File: config.mk
export PLATFORM = sky130hd
export DESIGN_NAME = id_ex_stage
export DESIGN_NICKNAME = d
export VERILOG_FILES = /design/src/rtl/id_ex_stage_pkg.sv /design/src/rtl/id_ex_stage_skid_entry.sv /design/src/rtl/id_ex_stage.sv
export SDC_FILE = /design/constraint.sdc
export NUM_CORES = 1
export LEC_CHECK = 0
export BUFFER_PORTS_ARGS = -buffer_cell sky130_fd_sc_hd__buf_4
export CAP_MARGIN = 15
export CORE_MARGIN = 4
export CORE_UTILIZATION = 25
export DETAILED_ROUTE_END_ITERATION = 8
export SETUP_SLACK_MARGIN = 0.2
export SLEW_MARGIN = 20
export SYNTH_ARGS = -nofsm -noshare
export SYNTH_HDL_FRONTEND = slang
export SYNTH_SLANG_ARGS = --single-unit
File: constraint.sdc
create_clock -name clk -period 2.16 [get_ports clk]
set_input_delay 0.324 -clock clk [delete_from_list [all_inputs] [get_ports clk]]
set_output_delay 0.324 -clock clk [all_outputs]
set_load 0.05 [all_outputs]
File: src/rtl/id_ex_stage_pkg.sv
// Shared definitions for the ID/EX stage: control-bundle layout and occupancy state encoding.
package id_ex_stage_pkg;

   localparam int CTRL_W         = 11;
   localparam int CTRL_ALUOP_LSB = 0;
   localparam int CTRL_ALUSRC    = 6;
   localparam int CTRL_REGWRITE  = 7;
   localparam int CTRL_MEMTOREG  = 8;
   localparam int CTRL_MEMWRITE  = 9;
   localparam int CTRL_REGDST    = 10;

   typedef enum logic [1:0] {
      EMPTY = 2'd0,
      ONE   = 2'd1,
      FULL  = 2'd2
   } stage_state_t;

endpackage

File: src/rtl/id_ex_stage_skid_entry.sv
// Width-generic payload register with load enable and synchronous clear (clear wins).
module pipe_skid_entry #(
   parameter int W = 8
) (
   input  logic         clk,
   input  logic         clr,
   input  logic         load,
   input  logic [W-1:0] d,
   output logic [W-1:0] q
);

   always_ff @(posedge clk) begin
      if (clr)
         q <= '0;
      else if (load)
         q <= d;
   end

endmodule

File: src/rtl/id_ex_stage.sv
// ID/EX pipeline stage with valid/ready handshake, 2-entry skid buffer, freeze (le) and flush (clear).
// Optional stall counter output enabled by defining ID_EX_PERF_CNT_EN.
module id_ex_stage
   import id_ex_stage_pkg::*;
#(
   parameter int DATA_W = 32,
   parameter int REG_AW = 5,
   parameter int CTRL_W = id_ex_stage_pkg::CTRL_W
`ifdef ID_EX_PERF_CNT_EN
   ,
   parameter int CNT_W  = 16
`endif
) (
   input  logic              clk,
   input  logic              rst_n,
   input  logic              le,
   input  logic              clear,
   input  logic              in_valid,
   output logic              in_ready,
   input  logic [DATA_W-1:0] in_rdata1,
   input  logic [DATA_W-1:0] in_rdata2,
   input  logic [DATA_W-1:0] in_imm,
   input  logic [REG_AW-1:0] in_rs,
   input  logic [REG_AW-1:0] in_rt,
   input  logic [REG_AW-1:0] in_rd,
   input  logic [CTRL_W-1:0] in_ctrl,
   output logic              out_valid,
   input  logic              out_ready,
   output logic [DATA_W-1:0] out_rdata1,
   output logic [DATA_W-1:0] out_rdata2,
   output logic [DATA_W-1:0] out_imm,
   output logic [REG_AW-1:0] out_rs,
   output logic [REG_AW-1:0] out_rt,
   output logic [REG_AW-1:0] out_rd,
   output logic [CTRL_W-1:0] out_ctrl
`ifdef ID_EX_PERF_CNT_EN
   ,
   output logic [CNT_W-1:0]  stall_cnt
`endif
);

   localparam int PW = 3*DATA_W + 3*REG_AW + CTRL_W;

   stage_state_t state_reg, state_next;

   logic [PW-1:0]     in_payload, main_d, main_q, skid_q;
   logic [CTRL_W-1:0] main_ctrl;
   logic              accept, drain;
   logic              main_load, skid_load, main_from_skid;

   // Handshake flags depend only on state, le and reset: never on out_ready.
   assign in_ready  = rst_n & le & (state_reg != FULL);
   assign out_valid = rst_n & le & (state_reg != EMPTY);
   assign accept    = le & in_valid & in_ready;
   assign drain     = le & out_valid & out_ready;

   // State register
   always_ff @(posedge clk) begin
      if (!rst_n)
         state_reg <= EMPTY;
      else
         state_reg <= state_next;
   end

   // Next-state logic
   always_comb begin
      state_next = state_reg;
      if (clear) begin
         state_next = EMPTY;
      end else begin
         case (state_reg)
            EMPTY: if (accept) state_next = ONE;
            ONE: begin
               if (accept && !drain)
                  state_next = FULL;
               else if (drain && !accept)
                  state_next = EMPTY;
            end
            FULL:    if (drain) state_next = ONE;
            default: state_next = EMPTY;
         endcase
      end
   end

   // Output / datapath control; a flush suppresses every load.
   always_comb begin
      main_load      = 1'b0;
      skid_load      = 1'b0;
      main_from_skid = 1'b0;
      if (!clear) begin
         case (state_reg)
            EMPTY: main_load = accept;
            ONE: begin
               main_load = accept & drain;
               skid_load = accept & ~drain;
            end
            FULL: begin
               main_load      = drain;
               main_from_skid = drain;
            end
            default: ;
         endcase
      end
   end

   assign in_payload = {in_rdata1, in_rdata2, in_imm, in_rs, in_rt, in_rd, in_ctrl};
   assign main_d     = main_from_skid ? skid_q : in_payload;

   pipe_skid_entry #(.W(PW)) u_main (
      .clk  (clk),
      .clr  (~rst_n),
      .load (main_load),
      .d    (main_d),
      .q    (main_q)
   );

   pipe_skid_entry #(.W(PW)) u_skid (
      .clk  (clk),
      .clr  (~rst_n),
      .load (skid_load),
      .d    (in_payload),
      .q    (skid_q)
   );

   assign {out_rdata1, out_rdata2, out_imm, out_rs, out_rt, out_rd, main_ctrl} = main_q;
   // An empty stage presents a bubble: no register or memory write can leak into EX.
   assign out_ctrl = (state_reg == EMPTY) ? '0 : main_ctrl;

`ifdef ID_EX_PERF_CNT_EN
   always_ff @(posedge clk) begin
      if (!rst_n)
         stall_cnt <= '0;
      else if (le && in_valid && !in_ready && !(&stall_cnt))
         stall_cnt <= stall_cnt + 1'b1;
   end
`endif

endmodule

Word-level counts from Yosys, hierarchy flattened
Cells that the tools add are included.
{"block": "op_classes", "eq_ne": 6, "n_mux": 13, "bitwise_logic": 11, "reduce_logical": 8}
{"operator": "$mux 122", "count": 1}
{"operator": "$mux 11", "count": 1}
{"operator": "$and 1x1->1", "count": 9}
{"operator": "$mux 2", "count": 4}
{"operator": "$ne 2x2->1 const B", "count": 3}
{"operator": "$pmux 2 s3", "count": 1}
{"operator": "$mux 1", "count": 5}
{"operator": "$ne 3x3->1 const B", "count": 1}
{"operator": "$pmux 1 s3", "count": 1}
{"operator": "$reduce_and 3->1", "count": 1}
{"operator": "$eq 2x1->1 const B", "count": 1}
{"operator": "$eq 2x2->1 const B", "count": 1}
{"operator": "$logic_and 1x1->1", "count": 2}
{"operator": "$logic_not 1->1", "count": 2}
{"operator": "$logic_not 2->1", "count": 1}
{"operator": "$not 1->1", "count": 2}
{"operator": "$reduce_bool 2->1", "count": 1}
{"operator": "$reduce_or 2->1", "count": 1}
{"block": "word_totals", "ff_bits": 246, "in_bits": 128, "out_inout_bits": 124, "word_cells": 41}

Logic depth before layout (Yosys ltp)
Gate-level depths: netlist of run 1.
{"block": "logic_depth", "depth_word": 8, "mapped_depth": 12, "depth_no_buf": 8}

Cells and area by module
From an unflattened synthesis of run 1, not the netlist that was laid out.
{"block": "unflattened", "hier_cells": 967, "hier_area_um2": 10755.3}
{"mod": "pipe_skid_entry", "instances": 2, "cells_each": 394, "area_per_inst_um2": 4357.9, "seq_area_each_um2": 2442.3}
{"mod": "id_ex_stage", "instances": 1, "cells_each": 179, "area_per_inst_um2": 2039.5, "seq_area_each_um2": 40.0}

Worst setup path after synthesis of run 1
Ideal clock, no wire load.
{"block": "synth_timing", "kind": "input to register", "startpoint": "in rst_n", "endpoint": "reg u_skid.q[41]", "setup_time_ns": 0.070, "arrival_ns": 2.710, "required_time_ns": 2.090, "path_slack_ns": -0.620, "cell_stages": 11, "n_path_buf": 4, "path_cell_list": "clkbuf_1 nand2_1 nor2_1 and2_1 ha_1 and3_1 clkbuf_1 buf_2 clkbuf_1 nand2_1 a21boi_1"}
{"block": "synth_between", "elab_cells_between_ends": 10, "cone_classes": "2 x mux; 8 x bitwise"}
{"item": "start: declaration", "line": "id_ex_stage.sv:15", "text": "input logic rst_n,"}
{"item": "$and 1x1->1 (2 in series)", "line": "id_ex_stage.sv:52", "text": "assign in_ready = rst_n & le & (state_reg != FULL);"}
{"item": "net in_ready", "line": "id_ex_stage.sv:19", "text": "output logic in_ready,"}
{"item": "$and 1x1->1", "line": "id_ex_stage.sv:54", "text": "assign accept = le & in_valid & in_ready;"}
{"item": "$and 1x1->1", "line": "id_ex_stage.sv:95", "text": "skid_load = accept & ~drain;"}
{"item": "$mux 1", "line": "id_ex_stage.sv:91", "text": "case (state_reg)"}
{"item": "$mux 1", "line": "id_ex_stage.sv:90", "text": "if (!clear) begin"}
{"item": "end signal: assignment", "line": "id_ex_stage_skid_entry.sv:14", "text": "q <= '0;"}
{"item": "end signal: assignment", "line": "id_ex_stage_skid_entry.sv:16", "text": "q <= d;"}
{"item": "end: declaration", "line": "id_ex_stage_skid_entry.sv:9", "text": "output logic [W-1:0] q"}
The timed path passes the listed nets, and every way through them passes these cells.
A chain may end at the register's enable or synchronous reset.

Final worst setup path of run 1
{"block": "layout_timing", "startpoint": "reg state_reg[1]", "endpoint": "reg u_main.q[13]"}
{"block": "layout_between", "elab_chain_cells": 7, "elab_cells_between_ends": 16, "cone_classes": "3 x eq/ne; 5 x mux; 6 x bitwise; 2 x reduce/logical"}
{"item": "start: declaration", "line": "id_ex_stage.sv:44", "text": "stage_state_t state_reg, state_next;"}
{"item": "start signal: assignment", "line": "id_ex_stage.sv:62", "text": "state_reg <= state_next;"}
{"item": "$reduce_bool 2->1", "line": "id_ex_stage.sv:53", "text": "assign out_valid = rst_n & le & (state_reg != EMPTY);"}
{"item": "$and 1x1->1", "line": "id_ex_stage.sv:53"}
{"item": "$and 1x1->1 (2 in series)", "line": "id_ex_stage.sv:55", "text": "assign drain = le & out_valid & out_ready;"}
{"item": "$and 1x1->1 / $mux 1 (equally long branches)", "line": "id_ex_stage.sv:94, id_ex_stage.sv:91"}
{"item": "$pmux 1 s3 / $mux 1 (equally long branches)", "line": "id_ex_stage.sv:91, id_ex_stage.sv:90"}
{"item": "$mux 1 / $mux 122 (equally long branches)", "line": "id_ex_stage.sv:90, id_ex_stage.sv:107"}
{"item": "end signal: assignment", "line": "id_ex_stage_skid_entry.sv:14"}
{"item": "end signal: assignment", "line": "id_ex_stage_skid_entry.sv:16"}
{"item": "end: declaration", "line": "id_ex_stage_skid_entry.sv:9"}
Parallel ways exist; a longest one is shown, timed or not.

==> results of run 1 <==
## timing repair
item	CTS	global route
endpoints found under the hold margin	90	0
cloned	2	20
resized for setup	24	13
setup endpoints to repair	134	134
pin swaps	1	3
hold buffers	90	0
setup buffers	4	8
## cell families (layout without fill, tap and decap cells)
kind of cell / after synthesis / count (layout) / synth area share (%)
simple gates: 276 / 278 / 10.4
compound gates: 370 / 370 / 30.5
other cells: 0 / 3 / 0
flops: 246 / 246 / 46.5
buf+inv: 209 / 448 / 12.3
fa+ha+maj: 2 / 2 / 0.236
## where the power goes
part / leakage (nW) / internal (mW) / switching (mW)
Combinational: 3.21 / 0.611 / 0.617
Sequential: 1.99 / 4.62 / 0.0533
Clock: 0.474 / 2.88 / 1.98
## cell type report
class / count / area share [%]
diodes: 3 / 0.0507
clock buffers: 42 / 5.78
clock inverters: 12 / 0.761
inverters: 2 / 0.0507
multi-input cells: 650 / 30.4
flip-flops and latches: 246 / 33.3
well taps: 539 / 4.55
repair buffers: 392 / 25.1
## critical path, stage by stage, from the launching register on
cell and delay, ns:
dfxtp_4 0.36, nor2b_4 0.17, nor2_4 0.04, and2_4 0.14, ha_4 0.14, and2_4 0.13
o21ai_4 0.17, buf_12 0.15, buf_12 0.14, nand2_8 0.09, clkbuf_16 0.20, o21a_1 0.17
## per-layer routing
layer | track usage [%] | vias to the layer above
met3 | 2.81 | 53
met1 | 15.7 | 4275
met5 | 0 | -
met2 | 21.4 | 281
met4 | 3.75 | 0
li1 | - | 4231
## per-stage QoR
| stage | setup WS, ns | utilization (%) | cells | area, um^2 | hold slack (ns) |
|---|---|---|---|---|---|
| 2_1_floorplan | 0.112 | - | 1103 | 10700 | 0.433 |
| 3_3_place_gp | 0.0578 | 29.3 | 1705 | 12300 | 0.440 |
| 3_5_place_dp | 0.0406 | 29.3 | 1705 | 12300 | 0.445 |
| 4_1_cts | 0.117 | 34.1 | 1855 | 14300 | 0.0000803 |
| 5_1_grt | 0.0500 | 35.4 | 1886 | 14800 | 0.000101 |
| 6_report | 0.134 | 35.4 | 1886 | 14800 | 0.0270 |
## synthesized netlist by cell type
master    instances
ha_1              2
clkbuf_1         59
nand3_1           3
dfxtp_1         246
nor2b_1          13
buf_2            28
nand2b_1          2
a21boi_1        122
o221a_1         122
or3_1             1
o22ai_1           1
and2_1            2
nand2_1         245
nor2_1            7
and3_1            1
o21ai_2           1
nand2_2           1
o21a_1          122
a21oi_1           2
and4b_1           1
buf_6             9
inv_1             2
buf_4           111
## how the worst max path moves through the flow
stage,start,to,slack (ns)
global route,state_reg[1]$_SDFFE_PP0P_,u_main.q[120]$_SDFFE_PN0P_,0.05
finish,state_reg[1]$_SDFFE_PP0P_,u_main.q[13]$_SDFFE_PN0P_,0.13
global placement,rst_n,u_main.q[60]$_SDFFE_PN0P_,0.06
CTS,state_reg[1]$_SDFFE_PP0P_,u_main.q[15]$_SDFFE_PN0P_,0.12
floorplan,rst_n,u_main.q[10]$_SDFFE_PN0P_,0.11
detailed placement,rst_n,u_main.q[70]$_SDFFE_PN0P_,0.04
==> flow_metrics.tcl, run 1 <==
set metrics [dict create \
    outcome "finished clean" \
    wl_met1_mm 14.2 \
    worst_ir_drop_vdd_mv 0.508 \
    cts_tree "done" \
    report.final.slew_viol_count 0 \
    synth.largest_area_cell "dfxtp_1" \
    arrival_ns 2.48 \
    fin_nets 1452 \
    tightest_slew_ns 1.01 \
    grt_pass1_wl_mm 46.0 \
    min_to "u_skid.q[120]$_SDFFE_PN0P_" \
    fin_skew_ns 0.0110 \
    p_per_area_nw_per_um2 727 \
    period_minus_slack_ns 2.03 \
    worstPathMaxFanout 6 \
    final_cell_mix "254 x buf_4, 244 x nand2_1, 244 x dfxtp_1" \
    fp.coreArea_um2 41900 \
    final_common_cell "buf_4" \
    fp-row-count 75 \
    fill_cells 4139 \
    worst_r2r_startpoint "state_reg[1]$_SDFFE_PP0P_" \
    drv.max_cap_violation_count 0 \
    maxUsedRoutingLayer "met4" \
    synth_seq_cells 246 \
    required_ns 2.61 \
    hold_depth 3 \
    worstSetupEndpointType "flop" \
    ant_nets 0 \
    synth_area_leaders "dfxtp_1 47%, o221a_1 13%, nand2_1 8.7%" \
    grt_pass1_vias 8178 \
    holdCritPathClass "in -> reg" \
    die_width_um 214 \
    antenna_found_initial 3 \
    fp.dieH_um 214 \
    grt_start_max_net_pins 246 \
    worstSetupStartpointType "flop" \
    clk_pin_slew_ns 0.06 \
    finalSetupTns_ns 0 \
    gp_congestion 0.747 \
    cts_sinks 246 \
    wl_mm 33.8 \
    via_per_inst 4.69 \
    ctsHtreeMaxLevel 1 \
    yosysSeqAreaShare_pct 46.5 \
    overflow 0 \
    slew_headroom_pct 32.6 \
    min_period_over_period_pct 93.8 \
    wl_per_cell_um 17.9 \
    pin_count 252 \
    regArea_um2 4930 \
    worstReg2RegEnd "u_main.q[13]$_SDFFE_PN0P_" \
    drc 0 \
    post-dp-hpwl_mm 18.4 \
    die_area_um2 45700 \
    drtIter0Drc 572 \
    ys_warn_count 0 \
    p_leak_nw 5.68 \
    clock.fmax_ghz 0.494 \
    ff2ff_setup_slack_ns 0.13 \
    drive_gt1_share_pct 27.8 \
    worst-setup-path-type "reg -> reg" \
    finalSetupViolations 0 \
    first_pass_iters 5 \
    grt_setup_unrepaired "yes" \
    syn2layout_area_growth_pct 39.9 \
    initial_utilization_pct 25.3 \
    yosysUniqueCellTypes 23 \
    hold_viol 0 \
    synth_top_area_share_pct 46.5 \
    io_buffers 251 \
    via_count 8840 \
    avgSynthCellArea_um2 9.59 \
    syn_nets 1233 \
    netlist_area_um2 10600 \
    synth_cells 1103 \
    root_buffer "clkbuf_16" \
    grt_usage_pct 12.5 \
    dr_wl_met3_mm 1.97 \
    finalPower_mw 10.8 \
    r2r_cells 11 \
    hp-start "in_rdata1[30]" \
    worstSkewPairLatency_ns 0.56 \
    multi_input_area_um2 4510 \
    wl_met2_mm 16.8 \
    cts_buffers 30 \
    cts.path.max_buffers 3 \
]
(Power assumes the default switching activity.)
==> inputs of run 2 (changes only) <==
- CORE_UTILIZATION: 25 -> 49
- PLACE_DENSITY: unset -> 0.77
==> flow_metrics.tcl, run 2 (synthesized netlist as in run 1, its figures left out) <==
set metrics [dict create \
    cts_hold_buf 0 \
    grt_start_max_net_pins 245 \
    crit_chain "buf_4 > nor2_2 > nor2_2 > ha_4 > and2_4 > o21ai_4 > buf_12 > buf_12 > clkbuf_16 > o221a_1 > o21a_1" \
    critical_path_buf_inv_count 4 \
    required_ns 2.62 \
    die_width_um 155 \
    io_buffers 251 \
    root_buffer "clkbuf_16" \
    slew_headroom_pct 30.2 \
    drc 0 \
    cts.path.max_buffers 3 \
    wl_per_cell_um 18.0 \
    antenna_found_initial 0 \
    final_util_pct 62.7 \
    fp.coreArea_um2 21200 \
    via_per_inst 5.50 \
    holdCritPathClass "in -> reg" \
    report.final.slew_viol_count 0 \
    worstSetupStartpointType "flop" \
    period_minus_slack_ns 2.03 \
    worstSetupEndpointType "flop" \
    wl_mm 27.3 \
    worstPathMaxFanout 8 \
    clk_pin_slew_ns 0.07 \
    finalSetupViolations 0 \
    cp-startpoint "state_reg[1]$_SDFFE_PP0P_" \
    pin_count 252 \
    initial_utilization_pct 50.0 \
    fp.dieH_um 155 \
    fin_nets 1346 \
    final_common_cell "buf_4" \
    min_period_over_period_pct 93.9 \
    clock.fmax_ghz 0.493 \
    ctsHtreeMaxLevel 1 \
    p_leak_nw 5.19 \
    grt_pass1_wl_mm 41.1 \
    drive_gt1_share_pct 28.5 \
    cts_buffers 27 \
    via_count 8312 \
    drv.max_cap_violation_count 0 \
    grt_setup_unrepaired "yes" \
    final_cell_mix "259 x buf_4, 244 x nand2_1, 244 x dfxtp_1" \
    worst_ir_drop_vdd_mv 0.649 \
    drtIter0Drc 432 \
    hp-start "in_rdata2[9]" \
    cp_top_family "buffers and inverters" \
    crit_path_max_incr_delay_ns 0.35 \
    p_per_area_nw_per_um2 784 \
    worst_r2r_startpoint "state_reg[1]$_SDFFE_PP0P_" \
    gp_congestion 0.750 \
    hold_viol 0 \
    cts_tree "done" \
    overflow 0 \
    grt_usage_pct 20.7 \
    tightest_slew_ns 1.05 \
    finalSetupTns_ns 0 \
    fin_skew_ns 0.00892 \
    post-dp-hpwl_mm 16.4 \
    fp-row-count 53 \
    arrival_ns 2.49 \
    ant_nets 0 \
    n_antenna_cell 0 \
    syn2layout_area_growth_pct 25.3 \
    worst-setup-path-type "reg -> reg" \
    critPathSlowestCell "dfxtp_4" \
    worstSkewPairLatency_ns 0.52 \
    grt_pass1_vias 7855 \
    cts_sinks 246 \
    first_pass_iters 5 \
    fill_cells 1723 \
    die_area_um2 24000 \
    holdWs_ns 0.0479 \
    outcome "finished clean" \
]
-- run 2: cell types whose count changed in the layout (fill, tap and decap cells not counted), moves of 4 or more --
| cell | before | now |
|---|---|---|
| buf_4 | 254 | 259 |
| dlygate4sd3_1 | 90 | 0 |
| buf_6 | 16 | 5 |
| clkbuf_16 | 39 | 33 |
| nor2b_1 | 7 | 11 |
| buf_12 | 16 | 11 |
-- run 2: per-stage QoR --
step	power (mW)	setup slack (ns)	cell area (um^2)	std cells
detailed placement	5.77	0.0548	11900	1445
global route	10.8	0.0639	13300	1510
CTS	10.5	0.168	13100	1502
global placement	5.75	0.0800	11900	1445
finish	10.4	0.131	13300	1510
floorplan	5.45	0.112	10700	1103
-- run 2: repair_timing --
item,4_1_cts,5_1_grt
setup endpoints to repair,123,153
setup buffers,6,1
hold endpoints to repair,0,0
gates resized for setup,14,7
gates cloned,3,7
pin swaps,1,8
-- run 2: layout make-up --
| type | instances | area (um^2) | area share (%) |
|---|---|---|---|
| clock buffer | 36 | 769 | 5.80 |
| tap | 275 | 344 | 2.59 |
| sequential | 246 | 4930 | 37.2 |
| inverter | 2 | 7.51 | 0.0566 |
| multi-input combinational | 648 | 4430 | 33.4 |
| timing repair buffer | 291 | 2630 | 19.8 |
| clock inverter | 12 | 150 | 1.13 |
-- run 2: path summary, 6_finish.rpt --
path	endpoint	slack (ns)	cells past startpoint
setup / recovery	u_main.q[37]$_SDFFE_PN0P_	0.13	11
setup reg to reg	u_main.q[37]$_SDFFE_PN0P_	0.13	11
hold / removal	u_skid.q[67]$_SDFFE_PN0P_	0.05	3
hold reg to reg	u_skid.q[33]$_SDFFE_PN0P_	0.45	2
-- run 2: tightest hold or removal path: cells and delay by family --
kind	cells	cell delay (ns)
AOI/OAI and AO/OA	1	0.05
buffers and inverters	1	0.11
and+or+nand+nor	1	0.04
-- run 2: power breakdown --
group	switching, mW	internal (mW)	total (mW)
clock	1.84	2.85	4.69
sequential	0.0468	4.62	4.67
combinational	0.554	0.490	1.04
total	2.44	7.96	10.4
-- run 2: metal layers --
metal	wire (um)	part of all wire, %	vias to the layer above	global-route usage [%]
met5	0	0	-	0
li1	-	-	4012	-
met2	13200	48	260	34.5
met3	2410	8.9	46	6.73
met4	720	2.6	0	5.68
met1	10900	40	3994	25.9
